==> src/rtl/controle_caixa_dagua.sv <==
// Irrigation water tank controller.
// Synchronises and debounces the H/M/L level sensors, classifies the tank
// level, drives the inlet valve with hysteresis and a fill timeout, gates the
// irrigation pump against the level and latches faults until acknowledged.
module controle_caixa_dagua #(
  parameter int DEB_CYCLES   = 8,
  parameter int DEB_W        = 4,
  parameter int FILL_TIMEOUT = 1000,
  parameter int TO_W         = 16
) (
  input  logic       CLK,
  input  logic       RST_N,
  input  logic       H,
  input  logic       M,
  input  logic       L,
  input  logic       REQ_REGA,
  input  logic       ACK_ERRO,
  output logic       VE,
  output logic       BOMBA,
  output logic       AL,
  output logic       ERRO,
  output logic [1:0] NIVEL,
  output logic [1:0] ESTADO
);

  typedef enum logic [1:0] {
    IDLE  = 2'd0,
    ENCHE = 2'd1,
    CHEIO = 2'd2,
    FALHA = 2'd3
  } state_t;

  // The debounce counter never holds DEB_CYCLES-1: the vector is accepted on
  // the edge where the count would reach it, so the count stops one short.
  localparam logic [DEB_W-1:0] DEB_LAST = DEB_W'(DEB_CYCLES - 2);
  localparam logic [TO_W-1:0]  TO_LAST  = TO_W'(FILL_TIMEOUT - 1);

  localparam logic [2:0] CODE_CRITICO = 3'b000;
  localparam logic [2:0] CODE_BAIXO   = 3'b001;
  localparam logic [2:0] CODE_MEDIO   = 3'b011;
  localparam logic [2:0] CODE_ALTO    = 3'b111;

  // Input path registers
  logic [2:0]       sync_a;
  logic [2:0]       sync_y;
  logic [2:0]       y_prev;
  logic [2:0]       s_deb;
  logic [DEB_W-1:0] deb_cnt;

  // Level classification of the debounced vector
  logic             s_valid;
  logic             s_full;
  logic             s_critico;
  logic             s_needs_fill;
  logic [1:0]       level_code;

  // Control state
  state_t           state;
  state_t           state_next;
  logic [TO_W-1:0]  to_cnt;
  logic             fill_timeout;

  // Two-flop synchroniser bringing the raw sensors into the clock domain
  always_ff @(posedge CLK or negedge RST_N) begin
    if (!RST_N) begin
      sync_a <= '0;
      sync_y <= '0;
    end else begin
      sync_a <= {H, M, L};
      sync_y <= sync_a;
    end
  end

  // Debounce: accept the synchronised vector once it has been stable and
  // different from the accepted one for DEB_CYCLES consecutive cycles
  always_ff @(posedge CLK or negedge RST_N) begin
    if (!RST_N) begin
      y_prev  <= '0;
      s_deb   <= '0;
      deb_cnt <= '0;
    end else begin
      y_prev <= sync_y;
      if ((sync_y == s_deb) || (sync_y != y_prev)) begin
        deb_cnt <= '0;
      end else if (deb_cnt == DEB_LAST) begin
        s_deb   <= sync_y;
        deb_cnt <= '0;
      end else begin
        deb_cnt <= deb_cnt + 1'b1;
      end
    end
  end

  // Classify the debounced vector; a wet sensor above a dry one is a fault
  always_comb begin
    s_valid      = ~((s_deb[1] & ~s_deb[0]) | (s_deb[2] & ~s_deb[1]));
    s_full       = (s_deb == CODE_ALTO);
    s_critico    = (s_deb == CODE_CRITICO);
    s_needs_fill = ~s_deb[1];
    unique case (s_deb)
      CODE_BAIXO: level_code = 2'd1;
      CODE_MEDIO: level_code = 2'd2;
      CODE_ALTO:  level_code = 2'd3;
      default:    level_code = 2'd0;
    endcase
  end

  assign fill_timeout = (to_cnt == TO_LAST);

  // Level indicator follows valid codes and freezes on invalid ones
  always_ff @(posedge CLK or negedge RST_N) begin
    if (!RST_N) begin
      NIVEL <= 2'd0;
    end else if (s_valid) begin
      NIVEL <= level_code;
    end
  end

  // State register
  always_ff @(posedge CLK or negedge RST_N) begin
    if (!RST_N) begin
      state <= IDLE;
    end else begin
      state <= state_next;
    end
  end

  // Next state: invalid sensors first, then timeout, then level; medio never
  // starts a fill, which gives the valve its hysteresis band
  always_comb begin
    state_next = state;
    unique case (state)
      IDLE: begin
        if (!s_valid)          state_next = FALHA;
        else if (s_full)       state_next = CHEIO;
        else if (s_needs_fill) state_next = ENCHE;
      end
      ENCHE: begin
        if (!s_valid)          state_next = FALHA;
        else if (s_full)       state_next = CHEIO;
        else if (fill_timeout) state_next = FALHA;
      end
      CHEIO: begin
        if (!s_valid)          state_next = FALHA;
        else if (s_needs_fill) state_next = ENCHE;
      end
      FALHA: begin
        if (ACK_ERRO && s_valid) state_next = IDLE;
      end
      default: state_next = IDLE;
    endcase
  end

  // Fill timer restarts on every entry to ENCHE and counts while filling
  always_ff @(posedge CLK or negedge RST_N) begin
    if (!RST_N) begin
      to_cnt <= '0;
    end else if ((state_next == ENCHE) && (state != ENCHE)) begin
      to_cnt <= '0;
    end else if (state == ENCHE) begin
      to_cnt <= to_cnt + 1'b1;
    end
  end

  // Pump and alarm are registered and look ahead at the next state so the
  // pump drops on the same edge that enters FALHA
  always_ff @(posedge CLK or negedge RST_N) begin
    if (!RST_N) begin
      BOMBA <= 1'b0;
      AL    <= 1'b0;
    end else begin
      BOMBA <= REQ_REGA & s_deb[0] & (state_next != FALHA);
      AL    <= (state_next == FALHA) | s_critico;
    end
  end

  assign VE     = (state == ENCHE);
  assign ERRO   = (state == FALHA);
  assign ESTADO = state;

endmodule

==> config.mk <==
export PLATFORM = sky130hd
export DESIGN_NAME = controle_caixa_dagua
export DESIGN_NICKNAME = d
export VERILOG_FILES = /design/src/rtl/controle_caixa_dagua.sv
export SDC_FILE = /design/constraint.sdc
export NUM_CORES = 1
export LEC_CHECK = 0
export BUFFER_PORTS_ARGS = -buffer_cell sky130_fd_sc_hd__buf_2
export CAP_MARGIN = 5
export CORE_ASPECT_RATIO = 2
export CORE_MARGIN = 3
export CORE_UTILIZATION = 40
export CTS_CLUSTER_SIZE = 25
export DETAILED_ROUTE_END_ITERATION = 16
export GPL_TIMING_DRIVEN = 0
export RECOVER_POWER = 100
export SLEW_MARGIN = 5
export SYNTH_ARGS = -nofsm -noshare
export SYNTH_HDL_FRONTEND = slang
export SYNTH_SLANG_ARGS = --single-unit
export TNS_END_PERCENT = 20
==> constraint.sdc <==
create_clock -name CLK -period 3.65 [get_ports CLK]
set_clock_uncertainty 0.1 [all_clocks]
set_input_delay 1.095 -clock CLK [delete_from_list [all_inputs] [get_ports CLK]]
set_output_delay 1.095 -clock CLK [all_outputs]
set_load 0.02 [all_outputs]
## Word level (Yosys, flattened, before mapping)

Index checks and enable logic that the tools add are counted.
Widths: inputs -> output; s select.

| storage, ports and cells | value |
|---|---|
| input bits | 7 |
| word-level logic and storage cells | 57 |
| output and inout bits | 8 |
| register bits | 38 |

| cells by class | value |
|---|---|
| bitwise operators | 10 |
| equality and inequality tests | 14 |
| $add $sub $neg | 2 |
| multiplexer cells | 14 |
| reductions and logical operators | 7 |

Operator list:

| kind | number |
|---|---|
| $mux 16 | 2 |
| $add 16x1->16 const B | 1 |
| $eq 16x10->1 const B | 1 |
| $mux 2 | 8 |
| $mux 4 | 2 |
| $pmux 2 s4 | 1 |
| $eq 2x2->1 const B | 3 |
| $pmux 2 s3 | 1 |
| $add 4x1->4 const B | 1 |
| $and 1x1->1 | 4 |
| $eq 2x1->1 const B | 2 |
| $eq 4x3->1 const B | 1 |
| $not 1->1 | 4 |
| $eq 3x1->1 const B | 1 |
| $eq 3x2->1 const B | 1 |
| $eq 3x3->1 | 1 |
| $eq 3x3->1 const B | 1 |
| $logic_not 3->1 | 1 |
| $ne 3x3->1 | 1 |
| $logic_and 1x1->1 | 2 |
| $logic_not 2->1 | 1 |
| $ne 2x1->1 const B | 1 |
| $ne 2x2->1 const B | 1 |
| $or 1x1->1 | 2 |
| 3 further kinds | 3 |

## Logic depth before layout (Yosys ltp)

| depth | value |
|---|---|
| depth after elaboration | 10 |
| gate-level depth with buffers | 5 |
| mapped depth without buffers | 5 |

## Worst setup path before layout

Ideal clock, no wire load.

| timing | value |
|---|---|
| path type | reg-to-output |
| start point | reg state[0], in the netlist ESTADO[0] |
| end point | out VE |
| setup slack | 1584 ps |
| cell stages (with the launch flop) | 3 |
| path buffers | 1 |
| required time | 2455 ps |
| arrival | 871 ps |
| path through | dfrtp_1 > nor2b_2 > buf_6 |

| between the ends | value |
|---|---|
| word-level cells in the longest chain between the ends | 1 |

RTL lines:

| item | RTL line | text |
|---|---|---|
| from (decl) | 58 | `state_t state;` |
| from (signal assigned) | 124 | `state <= state_next;` |
| $eq 2x1->1 | 177 | `assign VE = (state == ENCHE);` |
| to (decl) | 18 | `output logic VE,` |

No other way between the ends.

==> metrics.md <==
| Metric | Value |
|---|---|
| Outcome | finished with violations |
| Failing checks | capacitance limit, slew limit |
| Number of I/O pins | 15 |
| Post-layout nets | 190 |
| Highest ir drop seen on vdd | 288 µV |
| Weighted congestion reported at the end of routability-driven placement | 0.718 |
| Die width | 53.0 µm |
| Post-CTS sizing | 0 |
| Ant diodes | 0 |
| Sink of the worst hold path | sync_y[0]$_DFF_PN0_ |
| Final hold slack | 0.252 ns |
| Synth Area in XOR/XNOR | 5.94% |
| Depth of the worst register-to-register path | 5 |
| Total number of H-tree levels | 2 |
| Combinational family with the most area after synthesis | simple AND/OR/NAND/NOR gates |
| Number of port buffers | 14 |
| Post-synthesis share of cell area spent on and, or, nand and nor gates | 22.8% |
| Hold path cells | 0 |
| Placement Cell Area | 0.00191 mm² |
| Total of flip-flops plus latches after synthesis | 38 |
| Largest net degree at the start of global routing | 39 |
| Fin crit period | 2.65 ns |
| Power per cell area | 499 mW/mm² |
| Number of global-route vias before repair | 1295 |
| Final-layout setup total negative slack | 0 ns |
| Number of cells produced by synthesis | 159 |
| Number of DRC violations after detailed-routing iteration 0 | 13 |
| Final wirelength | 3430 µm |
| Share of final-layout standard cells stronger than drive strength 1 | 13.3% |
| Total area of multi-input combinational cells | 776 µm² |
| Clock buffers created by TritonCTS | 5 |
| Root cell of the clock tree | sky130_fd_sc_hd__clkbuf_8 |
| Register area share after synthesis | 53.7% |
| Maximum fanout encountered on the critical timing path | 38 |
| Synthesized-area fraction occupied by adder cells | 2.12% |
| Slowest-stage cell, CP | sky130_fd_sc_hd__clkbuf_1 |
| Global-route wire length before repair | 5970 µm |
| Global routing usage summed across all routing layers | 15.4% |
| Post-Synthesis Mean Instance Area | 11.1 µm² |
| # DRC | 0 |
| Height of the die | 100 µm |
| Register share of total power | 52.6% |
| Actual transition at the worst max-transition pin | 2.03 ns |
| Most common cell after layout, fill and taps aside | sky130_fd_sc_hd__dfrtp_1 |
| Cells along the critical path | clkbuf_1 |
| Worst Path Class, Setup | primary input to asynchronous set/reset pin |
| Hold path start | sync_a[0]$_DFF_PN0_ |
| Critical Path Sink Type | asynchronous set/reset pin |
| Deepest clock path buffer count | 2 |
| Routed length per instance | 14.7 µm |
| Via count | 1228 |
| Syn Std Cell Area | 0.00177 mm² |
| Number of unique standard cell types used by synthesis | 43 |
| Leakage Power | 0.000871 µW |
| Sw Ratio | 30.5% |
| Clock-pin slew on the worst setup and hold paths | 0.07 ns |
| Clock latency on the worst-skew pair | 0.29 ns |
| Std-Cell Core Area | 0.00417 mm² |
| CTS tree | yes |
| Area growth from synthesis to layout | 11.9% |
| Family with the most delay on the worst path | buffers and inverters |
| Post-route fraction of the period consumed by the critical path | 72.7% |
| Net count after synthesis | 169 |
| Number of nets still failing antenna checks after routing | 0 |
| 1st-pass router iterations | 4 |
| Number of maximum-capacitance constraint violations | 1 |
| Via-per-instance ratio | 5.27 |
| Worst setup SP type | primary input |
| Path type of the worst min-delay path | flip-flop to flip-flop |
| Congestion Overflow GR | 0 |
| Area taken by flip-flops and latches | 951 µm² |
| Launch instance of the worst register-to-register path | s_deb[1]$_DFFE_PN0P_ |
| Number of clock sinks seen by CTS | 38 |
| Arrival time of data at the critical path endpoint | 2.54 ns |
| Starting Density | 42.5% |
| Number of antenna violations at the first check in global routing | 0 |
| Final design instance area without fill | 0.00198 mm² |
| CTS Hold Bufs | 0 |
| R2R Path End | to_cnt[10]$_DFFE_PN0P_ |
| Unrepaired setup endpoints after global routing | false |
| Cell-internal power | 688 µW |
| Clk pwr share | 29.9% |
| Complex-gate fraction of the synthesized area | 6.71% |
| Count of buffer and inverter cells on the critical path | 1 |
| Number of hold violations in the final report | 0 |
| Detailed placement HPWL | 2550 µm |
| Floorplan die area | 0.00531 mm² |
| Warning count from the yosys run | 0 |
| Max frequency | 377 MHz |
| Multiplexer fraction of the synthesized cell area | 6.43% |
| Setup slack of the worst register-to-register path | 1.87 ns |
| Worst path required time | 3.54 ns |
| Fillcell total | 408 |
| Logic gate share of total power | 17.5% |
| Number of endpoints failing setup at the final stage | 0 |
| Final-report max-slew violation count | 39 |
| Commonest non-fill, non-tap cells in the layout | sky130_fd_sc_hd__dfrtp_1 (38), sky130_fd_sc_hd__nor2_1 (16), sky130_fd_sc_hd__nand2_1 (16), sky130_fd_sc_hd__clkbuf_1 (12), sky130_fd_sc_hd__mux2i_1 (8) |
| Slew margin rel. | -35.5% |
| Number of rows in the core area | 33 |
| P_sw | 301 µW |
| Crit-path max cell delay | 1.43 ns |
| Total setup buffers inserted after CTS | 0 |
power by group through the flow:
stage | Sequential, µW | Clock [µW] | Combinational [µW]
global placement | 526 | 0 | 171
CTS | 520 | 307 | 177
finish | 521 | 296 | 173
floorplan | 516 | 0 | 136
detailed placement | 528 | 0 | 176
global route | 528 | 325 | 198
cells by family after synthesis:
group,count (synthesis)
simple gates,70
flops,38
compound gates,18
xor+xnor,12
mux,11
buf+inv,7
fa+ha+maj,3
layout make-up:
cell class                 instances  area share, %
sequential                        38           48.0
inverter                           3          0.568
buffer                             4           1.33
timing repair buffer              14           2.90
clock buffer                       6           4.17
tap                               52           3.28
multi-input combinational        114           39.1
clock inverter                     2          0.631
worst max path at each step:
stage	startpoint	endpoint	depth (start not counted)
6_report	RST_N	to_cnt[12]$_DFFE_PN0P_	1
5_1_grt	RST_N	y_prev[1]$_DFF_PN0_	1
4_1_cts	ESTADO[0]$_DFF_PN0_	VE	3
3_5_place_dp	ESTADO[0]$_DFF_PN0_	VE	3
3_3_place_gp	ESTADO[0]$_DFF_PN0_	VE	3
2_1_floorplan	ESTADO[0]$_DFF_PN0_	VE	2
through the flow:
stage | worst slack, ns | utilization (%) | std cells | total power [µW]
after detailed placement | 1.47 | 45.7 | 225 | 705
final | 0.998 | 47.5 | 233 | 989
after floorplan | 1.58 | - | 159 | 652
after global routing | 0.644 | 47.5 | 233 | 1050
after global placement | 1.47 | 45.7 | 225 | 697
after CTS | 1.14 | 48.0 | 233 | 1000
state kept, by name, summed over array words and instances (netlist names), 2 cells and up:
signal   cells
sync_y       3
to_cnt      16
NIVEL        2
sync_a       3
deb_cnt      4
ESTADO       2
y_prev       3
s_deb        3
Yosys cell counts:
cell type / count / share of area [%]
sky130_fd_sc_hd__dfrtp_1: 38 / 54
sky130_fd_sc_hd__nand2_1: 16 / 3.4
sky130_fd_sc_hd__nor2_1: 16 / 3.4
sky130_fd_sc_hd__mux2i_1: 8 / 4.5
sky130_fd_sc_hd__nand3_1: 7 / 2.0
sky130_fd_sc_hd__xnor2_1: 7 / 3.5
sky130_fd_sc_hd__nor3_1: 6 / 1.7
sky130_fd_sc_hd__nand4_1: 5 / 1.8
sky130_fd_sc_hd__o21ai_0: 5 / 1.4
sky130_fd_sc_hd__xor2_1: 5 / 2.5
sky130_fd_sc_hd__a21oi_1: 3 / 0.85
sky130_fd_sc_hd__ha_1: 3 / 2.1
sky130_fd_sc_hd__inv_1: 3 / 0.64
sky130_fd_sc_hd__mux2_2: 3 / 1.9
sky130_fd_sc_hd__a31oi_1: 2 / 0.71
sky130_fd_sc_hd__and2_2: 2 / 0.85
sky130_fd_sc_hd__buf_2: 2 / 0.57
sky130_fd_sc_hd__nand2b_1: 2 / 0.71
sky130_fd_sc_hd__nand4b_1: 2 / 0.99
sky130_fd_sc_hd__a21boi_0: 1 / 0.42
sky130_fd_sc_hd__a22o_1: 1 / 0.49
sky130_fd_sc_hd__a2bb2oi_1: 1 / 0.49
sky130_fd_sc_hd__and2_1: 1 / 0.35
sky130_fd_sc_hd__and3_1: 1 / 0.35
sky130_fd_sc_hd__and3_2: 1 / 0.42
sky130_fd_sc_hd__and4b_2: 1 / 0.64
sky130_fd_sc_hd__buf_4: 1 / 0.42
sky130_fd_sc_hd__buf_6: 1 / 0.64
sky130_fd_sc_hd__nand2_4: 1 / 0.64
sky130_fd_sc_hd__nand3_4: 1 / 0.99
sky130_fd_sc_hd__nand3b_1: 1 / 0.42
sky130_fd_sc_hd__nand4_2: 1 / 0.71
sky130_fd_sc_hd__nor2b_2: 1 / 0.49
sky130_fd_sc_hd__nor3_2: 1 / 0.57
sky130_fd_sc_hd__nor4_4: 1 / 1.2
sky130_fd_sc_hd__nor4b_1: 1 / 0.49
sky130_fd_sc_hd__o211ai_1: 1 / 0.42
sky130_fd_sc_hd__o2bb2ai_1: 1 / 0.49
sky130_fd_sc_hd__o311ai_0: 1 / 0.49
sky130_fd_sc_hd__o31ai_1: 1 / 0.42
sky130_fd_sc_hd__o41ai_1: 1 / 0.49
sky130_fd_sc_hd__or2b_1: 1 / 0.42
sky130_fd_sc_hd__or3_1: 1 / 0.35
per-layer routing:
layer	track usage, %	share of wire, %	up-vias	routed length [µm]
met1	16.4	38	606	1310
li1	-	-	602	-
met5	0	0	-	0
met4	7.09	2.1	0	73
met3	3.71	2.2	7	74
met2	27.5	58	13	1980
Power figures use the tool's default switching activity.
